==> src/rtl/tune_ctrl_pkg.sv <==
// Shared constants for the tuning-step controller: step table, pending-count limits,
// FSM state and detent-direction encodings.
package tune_ctrl_pkg;

    localparam int STEP_IDX_W = 2;
    localparam int PEND_W     = 4;

    localparam logic signed [PEND_W-1:0] PEND_MAX = 4'sb0111;
    localparam logic signed [PEND_W-1:0] PEND_MIN = 4'sb1000;
    localparam logic signed [PEND_W-1:0] PEND_ONE = 4'sb0001;

    localparam logic [31:0] STEP_0 = 32'd1;
    localparam logic [31:0] STEP_1 = 32'd10;
    localparam logic [31:0] STEP_2 = 32'd100;
    localparam logic [31:0] STEP_3 = 32'd1000;

    typedef enum logic {
        ST_IDLE,
        ST_PEND
    } state_t;

    typedef enum logic [1:0] {
        DIR_NONE,
        DIR_UP,
        DIR_DOWN
    } dir_t;

    function automatic logic [31:0] step_value(input logic [STEP_IDX_W-1:0] idx);
        logic [31:0] s;
        case (idx)
            2'd0:    s = STEP_0;
            2'd1:    s = STEP_1;
            2'd2:    s = STEP_2;
            default: s = STEP_3;
        endcase
        return s;
    endfunction

    // Saturating +/-1 on the signed pending count; inc and dec together cancel.
    function automatic logic signed [PEND_W-1:0] pend_add(
        input logic signed [PEND_W-1:0] p,
        input logic                     inc,
        input logic                     dec
    );
        logic signed [PEND_W-1:0] r;
        r = p;
        if (inc && !dec && (p != PEND_MAX)) begin
            r = p + PEND_ONE;
        end else if (dec && !inc && (p != PEND_MIN)) begin
            r = p - PEND_ONE;
        end
        return r;
    endfunction

endpackage

==> src/rtl/tune_step_controller_if.sv <==
// Encoder-side detent/button inputs and the tuning-word valid/ready stream.
// master = controller (sources the tuning word), slave = encoder front end plus synth programmer.
interface tune_step_controller_if
    import tune_ctrl_pkg::*;
#(
    parameter int FREQ_W = 32
);
    logic                  i_up;
    logic                  i_down;
    logic                  i_step_btn;
    logic [FREQ_W-1:0]     o_freq;
    logic [STEP_IDX_W-1:0] o_step_idx;
    logic                  o_valid;
    logic                  i_ready;

    modport master (
        input  i_up, i_down, i_step_btn, i_ready,
        output o_freq, o_step_idx, o_valid
    );

    modport slave (
        output i_up, i_down, i_step_btn, i_ready,
        input  o_freq, o_step_idx, o_valid
    );
endinterface

==> src/rtl/tune_freq_clamp.sv <==
// Combinational one-detent tuning-word update clamped to [F_MIN, F_MAX], plus a changed flag.
// Up-sum is carried one bit wider; down never borrows below F_MIN.
module tune_freq_clamp
    import tune_ctrl_pkg::*;
#(
    parameter int                FREQ_W = 32,
    parameter logic [FREQ_W-1:0] F_MIN  = '0,
    parameter logic [FREQ_W-1:0] F_MAX  = '1
) (
    input  logic [FREQ_W-1:0] freq,
    input  logic [FREQ_W:0]   step,
    input  dir_t              dir,
    output logic [FREQ_W-1:0] new_freq,
    output logic              changed
);
    logic [FREQ_W:0]   up_sum;
    logic [FREQ_W+1:0] down_floor;

    always_comb begin
        up_sum     = {1'b0, freq} + step;
        down_floor = {2'b00, F_MIN} + {1'b0, step};
        new_freq   = freq;
        case (dir)
            DIR_UP: begin
                new_freq = (up_sum > {1'b0, F_MAX}) ? F_MAX : up_sum[FREQ_W-1:0];
            end
            DIR_DOWN: begin
                new_freq = ({2'b00, freq} < down_floor) ? F_MIN : (freq - step[FREQ_W-1:0]);
            end
            default: begin
                new_freq = freq;
            end
        endcase
        changed = (new_freq != freq);
    end

endmodule

==> src/rtl/tune_step_controller.sv <==
// Detent pulses -> clamped tuning word with valid/ready hand-off; update visible one cycle after the pulse,
// detents arriving while a word awaits acceptance are buffered (+7/-8). Acceleration under TUNE_STEP_ACCEL_EN.
module tune_step_controller
    import tune_ctrl_pkg::*;
#(
    parameter int                FREQ_W       = 32,
    parameter logic [FREQ_W-1:0] F_MIN        = '0,
    parameter logic [FREQ_W-1:0] F_MAX        = '1,
    parameter logic [FREQ_W-1:0] F_RESET      = '0,
    parameter int unsigned       ACCEL_WINDOW = 2_000_000,
    parameter int unsigned       ACCEL_MULT   = 10
) (
    input logic                   i_clk,
    input logic                   i_rst,
    tune_step_controller_if.master bus
);
    localparam int W1 = FREQ_W + 1;

    state_t                   state_q, state_d;
    logic [FREQ_W-1:0]        freq_q, freq_d;
    logic [STEP_IDX_W-1:0]    idx_q, idx_d;
    logic                     valid_q, valid_d;
    logic signed [PEND_W-1:0] pend_q, pend_d;

    dir_t              dir;
    logic              applied;
    logic [W1-1:0]     step_base;
    logic [W1-1:0]     step_use;
    logic [FREQ_W-1:0] new_freq;
    logic              changed;

    // Buffered detents take priority over a fresh pulse; the fresh one is then queued.
    always_comb begin
        dir = DIR_NONE;
        if (state_q == ST_IDLE) begin
            if (pend_q != '0) begin
                dir = pend_q[PEND_W-1] ? DIR_DOWN : DIR_UP;
            end else if (bus.i_up && !bus.i_down) begin
                dir = DIR_UP;
            end else if (bus.i_down && !bus.i_up) begin
                dir = DIR_DOWN;
            end
        end
    end

    assign applied   = (dir != DIR_NONE);
    assign step_base = W1'(step_value(idx_q));

`ifdef TUNE_STEP_ACCEL_EN
    localparam int              CNT_W    = (ACCEL_WINDOW < 2) ? 1 : $clog2(ACCEL_WINDOW + 1);
    localparam int              WX       = 2 * W1;
    localparam logic [CNT_W-1:0] ACNT_SAT = CNT_W'(ACCEL_WINDOW);

    logic [CNT_W-1:0] acnt_q, acnt_d;
    logic [WX-1:0]    prod;

    // An oversized product is forced to F_MAX+1 so both directions clamp.
    always_comb begin
        acnt_d = acnt_q;
        if (applied) begin
            acnt_d = '0;
        end else if (acnt_q != ACNT_SAT) begin
            acnt_d = acnt_q + CNT_W'(1);
        end
        prod     = {{W1{1'b0}}, step_base} * WX'(ACCEL_MULT);
        step_use = step_base;
        if (acnt_q < ACNT_SAT) begin
            step_use = (prod > WX'(F_MAX)) ? (W1'(F_MAX) + W1'(1)) : prod[W1-1:0];
        end
    end

    always_ff @(posedge i_clk or posedge i_rst) begin
        if (i_rst) begin
            acnt_q <= ACNT_SAT;
        end else begin
            acnt_q <= acnt_d;
        end
    end
`else
    logic unused_cfg;
    assign unused_cfg = (ACCEL_WINDOW == 0) ^ (ACCEL_MULT == 0);
    assign step_use   = step_base;
`endif

    tune_freq_clamp #(
        .FREQ_W (FREQ_W),
        .F_MIN  (F_MIN),
        .F_MAX  (F_MAX)
    ) u_clamp (
        .freq     (freq_q),
        .step     (step_use),
        .dir      (dir),
        .new_freq (new_freq),
        .changed  (changed)
    );

    always_comb begin
        state_d = state_q;
        freq_d  = freq_q;
        valid_d = valid_q;
        pend_d  = pend_q;
        idx_d   = bus.i_step_btn ? (idx_q + STEP_IDX_W'(1)) : idx_q;
        case (state_q)
            ST_IDLE: begin
                if (pend_q != '0) begin
                    pend_d = pend_add(pend_add(pend_q, pend_q[PEND_W-1], !pend_q[PEND_W-1]),
                                      bus.i_up, bus.i_down);
                end
                // A detent that would not move the word (at a limit) is simply dropped.
                if (applied && changed) begin
                    freq_d  = new_freq;
                    valid_d = 1'b1;
                    state_d = ST_PEND;
                end
            end
            ST_PEND: begin
                pend_d = pend_add(pend_q, bus.i_up, bus.i_down);
                if (bus.i_ready) begin
                    valid_d = 1'b0;
                    state_d = ST_IDLE;
                end
            end
            default: begin
                state_d = ST_IDLE;
            end
        endcase
    end

    always_ff @(posedge i_clk or posedge i_rst) begin
        if (i_rst) begin
            state_q <= ST_IDLE;
            freq_q  <= F_RESET;
            idx_q   <= '0;
            valid_q <= 1'b0;
            pend_q  <= '0;
        end else begin
            state_q <= state_d;
            freq_q  <= freq_d;
            idx_q   <= idx_d;
            valid_q <= valid_d;
            pend_q  <= pend_d;
        end
    end

    assign bus.o_freq     = freq_q;
    assign bus.o_step_idx = idx_q;
    assign bus.o_valid    = valid_q;

endmodule

==> src/flat_wrapper.sv <==
// flat-port wrapper written by rule: the top's interface ports become plain ports
module tune_step_controller_flat import tune_ctrl_pkg::*;
#(
    parameter int                FREQ_W       = 32,
    parameter logic [FREQ_W-1:0] F_MIN        = '0,
    parameter logic [FREQ_W-1:0] F_MAX        = '1,
    parameter logic [FREQ_W-1:0] F_RESET      = '0,
    parameter int unsigned       ACCEL_WINDOW = 2_000_000,
    parameter int unsigned       ACCEL_MULT   = 10
)
  (i_clk, i_rst, bus_i_up, bus_i_down, bus_i_step_btn, bus_i_ready, bus_o_freq, bus_o_step_idx, bus_o_valid);
  tune_step_controller_if #(.FREQ_W(FREQ_W)) bus_i ();
  input logic i_clk;
  input logic i_rst;
  input wire logic [$bits(bus_i.i_up)-1:0] bus_i_up;
  input wire logic [$bits(bus_i.i_down)-1:0] bus_i_down;
  input wire logic [$bits(bus_i.i_step_btn)-1:0] bus_i_step_btn;
  input wire logic [$bits(bus_i.i_ready)-1:0] bus_i_ready;
  output wire logic [$bits(bus_i.o_freq)-1:0] bus_o_freq;
  output wire logic [$bits(bus_i.o_step_idx)-1:0] bus_o_step_idx;
  output wire logic [$bits(bus_i.o_valid)-1:0] bus_o_valid;
  assign bus_i.i_up = bus_i_up;
  assign bus_i.i_down = bus_i_down;
  assign bus_i.i_step_btn = bus_i_step_btn;
  assign bus_i.i_ready = bus_i_ready;
  assign bus_o_freq = bus_i.o_freq;
  assign bus_o_step_idx = bus_i.o_step_idx;
  assign bus_o_valid = bus_i.o_valid;
  tune_step_controller #(.FREQ_W(FREQ_W), .F_MIN(F_MIN), .F_MAX(F_MAX), .F_RESET(F_RESET), .ACCEL_WINDOW(ACCEL_WINDOW), .ACCEL_MULT(ACCEL_MULT)) u_core (.i_clk(i_clk), .i_rst(i_rst), .bus(bus_i));
endmodule
==> config.mk <==
export PLATFORM = sky130hd
export DESIGN_NAME = tune_step_controller_flat
export DESIGN_NICKNAME = d
export VERILOG_FILES = /design/src/rtl/tune_ctrl_pkg.sv /design/src/rtl/tune_step_controller_if.sv /design/src/rtl/tune_freq_clamp.sv /design/src/rtl/tune_step_controller.sv /design/src/flat_wrapper.sv
export SDC_FILE = /design/constraint.sdc
export NUM_CORES = 1
export LEC_CHECK = 0
export BUFFER_PORTS_ARGS = -buffer_cell sky130_fd_sc_hd__buf_2
export CORE_MARGIN = 2
export CORE_UTILIZATION = 45
export CTS_CLUSTER_DIAMETER = 120
export DETAILED_ROUTE_END_ITERATION = 8
export RECOVER_POWER = 50
export SLEW_MARGIN = 40
export SYNTH_ARGS = -nofsm -noshare
export SYNTH_HDL_FRONTEND = slang
export SYNTH_HIERARCHICAL = 1
export SYNTH_SLANG_ARGS = --single-unit
export TNS_END_PERCENT = 20
==> constraint.sdc <==
create_clock -name i_clk -period 6.5 [get_ports i_clk]
set_input_delay 0.975 -clock i_clk [delete_from_list [all_inputs] [get_ports i_clk]]
set_output_delay 0.975 -clock i_clk [all_outputs]
set_load 0.02 [all_outputs]
==> run summary <==
For the pin with the worst max-slew slack, the measured transition is 1.90 ns. The checks that failed: max-capacitance violations, max-slew violations. Number of sinks on the clock net: 40. At the end of routability-driven placement, the weighted congestion stood at 0.968. Summed over all layers, the global routing overflow is 0. The fraction of the core area covered by cells at the end of the flow is 50.5%. The run gives 0 as the total DRC errors in the routed layout. Largest family of logic cells by synthesized area: compound AO/OA/AOI/OAI gates. After routing, the total negative slack on setup checks comes to 0 ns. Counting every instance in the synthesized netlist gives 945. In this run the worst hold path is classified as reg2reg. The HPWL after detailed placement is 19000 µm.

Setup violations remaining at the end of the flow were counted as 0. In this run the deepest clock path goes through 2 buffers. The number of pins exceeding their max-slew limit in the final report was 41; the cell area after synthesis was 7180 µm². In this run the horizontal extent of the chip is 130 µm. The number of global-route vias before repair was 6824. The number of antenna violations at the first check in global routing came out at 0.

The run gives 6.28 ns as the data arrival time of the critical path. The area of the die came out at 17000 µm². For this run, global-route usage on met1 was measured as 40.9%.

Buffers added to address setup during post-CTS repair amount to 0. The final routed wire length divided by cell count works out to 19.5 µm. For this run, the detailed router's first-pass iteration total came to 5. Static timing analysis puts the maximum clock frequency at 0.164 GHz. The total of flip-flops plus latches after synthesis was 40; the share of cells above drive strength 1 was 13.2%. The worst setup path is launched from a flip-flop. Of all nets on the critical path, the largest fanout is 25.

I/O pin count: 41. TritonCTS built the clock tree. The logs give 0.00613 ns for the setup clock skew after layout and 0 for the count of inserted antenna diode cells. From bottom edge to top edge, the die measures 130 µm.

Final worst-path setup slack: 0.397 ns. The top cell type by area accounts for 13.9% of the synthesized area. The number of maximum-capacitance violations is 1, and the maximum level of the CTS H-tree is 2. In the global route stage, met3 resource usage came out at 3.49%. In this run, post-CTS hold repair placed 0 buffers.

The worst setup path is captured at a flip-flop. In the finished design, the share of the clock period the worst path needs comes to 93.9%. The run gives 6 as the warning count from the yosys run. The share of async-settable or async-resettable flops after synthesis is 100%, and the share of synthesized area occupied by flip-flops and latches is 13.9%. In this run the tightest slew margin relative to its limit is -27.1%. The overall routing resource usage was 28.7%. Entering global routing, the biggest net connects 41 pins. For this block, the via count after detailed routing is 7489.

met2 is the most crowded layer. The final wirelength was 24000 µm. Data on the critical path is required at its endpoint by 6.67 ns. In this run the mean area of a mapped cell was 7.59 µm². Number of unique standard cell types used by synthesis: 95.

The first global-routing pass estimated 37800 µm of wire. Setup repair after global routing left no endpoint under its margin. For the finished layout, the period the worst path requires is 6.10 ns. After floorplanning, the core was sized to cover 15700 µm².

The final layout contains 1100 nets. The latest clock arrival within the worst-skew pair came out at 0.29 ns. The number of synthesized flops with an enable pin is 0. Counting the buffers created by CTS gives 5. The biggest area consumer among synthesized cells is dfrtp_1. Clock tree synthesis selected as its root buffer the cell clkbuf_16. After Yosys synthesis, and, or, nand and nor cells account for 16.2% of the synthesized area. After Yosys synthesis, XOR and XNOR cells account for 3.66% of the synthesized area.

Yosys attributes the largest share of cell area to dfrtp_1 14%, ha_1 13%, a21oi_1 7.0%, mux2_4 5.4%, inv_1 4.9%. Once detail routing completed, the nets flagged for antenna violations numbered 0. The logs give 0 for the number of failing hold endpoints at the final stage and 0.490 ns for the minimum setup slack after placement.

The number of cells upsized or downsized after cts was 0. The average via count per standard cell was 6.07. After clock tree synthesis, the clock-pin slew on the worst setup and hold paths is 0.06 ns.

The multiplexer share of the synthesized area was 7.41%; the number of placement rows was 46. The layout overhead on the synthesized area is 10.5%. Input and output buffers added on the ports amount to 40. The most used flip-flop cell after synthesis is dfrtp_1. The starting utilization of the core area was 45.7%. The flow ran to the end, but the final reports show violations. For this block, the initial DRC count from the detailed router was 740. By startpoint and endpoint, the worst setup path is classified as reg2reg. Summing the areas of all fa, ha and maj instances in the mapped netlist gives 13.6% of the synthesized area.

Summing the areas of all compound-gate instances in the mapped netlist gives 36.0% of the synthesized area. In the global route stage, met2 resource usage came out at 44.8%.
[final timing paths]
| check | startpoint | endpoint | slack [ns] | cells after the start |
|---|---|---|---|---|
| worst max register to register | u_core/bus.o_step_idx[0] | u_core/bus.o_freq[5] | 0.40 | 20 |
| worst min register to register | u_core/bus.o_valid | u_core/bus.o_valid | 0.49 | 1 |
| worst min-delay path | u_core/bus.o_valid | u_core/bus.o_valid | 0.49 | 1 |
| max in group asynchronous | i_rst | u_core/bus.o_freq[11] | 4.47 | 2 |
| min in group asynchronous | i_rst | u_core/bus.o_step_idx[0] | 1.15 | 2 |
| worst max-delay path | u_core/bus.o_step_idx[0] | u_core/bus.o_freq[5] | 0.40 | 20 |
[placed cells by master (no fill, tap or decap), drive strengths merged, types with 4 or more instances in the layout]
master	n
a21oi	101
conb	49
nor2	84
o211ai	22
or2	7
buf	55
nand4	10
mux2	35
xor2	7
o22ai	12
a2111oi	5
a2bb2oi	5
nand2b	12
o31ai	14
and2	6
a221o	9
o21a	11
o41ai	4
a211oi	12
a32oi	4
dfrtp	40
a31oi	14
o221ai	12
ha	75
a221oi	12
nor4	9
nor2b	18
o21ai	55
mux2i	4
xnor2	20
inv	99
clkbuf	21
a22oi	8
a21o	10
nand2	58
o21bai	13
nor3	17
nand3	8
[routing by layer]
layer	routed length (µm)	vias up	part of all wire (%)
met2	10700	336	44
met4	761	0	3.2
li1	-	3591	-
met1	10900	3510	45
met5	0	-	0
met3	1720	52	7.2
[final cells by class]
| type | instances | area, µm² |
|---|---|---|
| inverter | 100 | 377 |
| multi-input combinational | 799 | 5710 |
| clock buffer | 5 | 125 |
| tap | 216 | 270 |
| sequential | 40 | 1000 |
| clock inverter | 2 | 12.5 |
| timing repair buffer | 71 | 438 |
| fill | 1626 | 7780 |
[cell usage after synthesis, types with 9 or more instances]
master and count:
inv_1 94, ha_1 75, clkbuf_1 23, nand2_1 58, a221o_1 9, o211ai_1 22
o21ai_0 53, nand4_1 10, nor2b_1 17, a31oi_1 14, o31ai_1 13, mux2_4 26
dfrtp_1 40, o221ai_1 11, nor3_1 17, buf_2 20, nor2_1 83, o21a_1 11
nand2b_1 12, a21o_1 10, o22ai_1 12, o21bai_1 13, a211oi_1 10, a21oi_1 100
xnor2_1 19, a221oi_1 11
[sequential cells by signal, indices dropped and copies added, names as in the netlist]
name and cells:
u_core/bus.o_freq 32, u_core/pend_q 4, u_core/bus.o_step_idx 2, u_core/bus.o_valid 1
u_core/state_q 1
[critical path: stages, from the launching register on]
cell,delay (ns)
dfrtp_1,0.44
ha_1,0.35
or2_2,0.35
inv_1,0.06
ha_1,0.33
nor2_1,0.26
o311ai_1,0.21
a31oi_1,0.41
a211oi_2,0.22
o31ai_1,0.59
a21bo_2,0.31
a41oi_1,0.15
mux2i_1,0.17
a2111oi_2,0.43
xnor2_1,0.19
nand4_1,0.17
o41ai_2,0.30
o211ai_1,0.14
and3_2,0.34
buf_12,0.21
mux2_1,0.32
[per-stage QoR]
step	hold WS (ns)	instances	area, µm²
floorplan	0.595	993	7360
global placement	0.473	1226	7810
detailed placement	0.468	1226	7810
CTS	0.485	1233	7950
global route	0.500	1233	7930
finish	0.486	1233	7930
[kinds of logic (layout without fill, tap and decap cells)]
logic type,after synthesis,after routing
and+or+nand+nor,241,241
xor gates and xnor gates,27,27
buffers and inverters,154,178
adders and majority gates,77,77
DFF,40,40
muxes,39,39
other,1,49
AOI/OAI and AO/OA,366,366
Power is left out: the tool's default activity adds up to more than one toggle a clock period on the data nets, which glitch-free logic cannot reach.
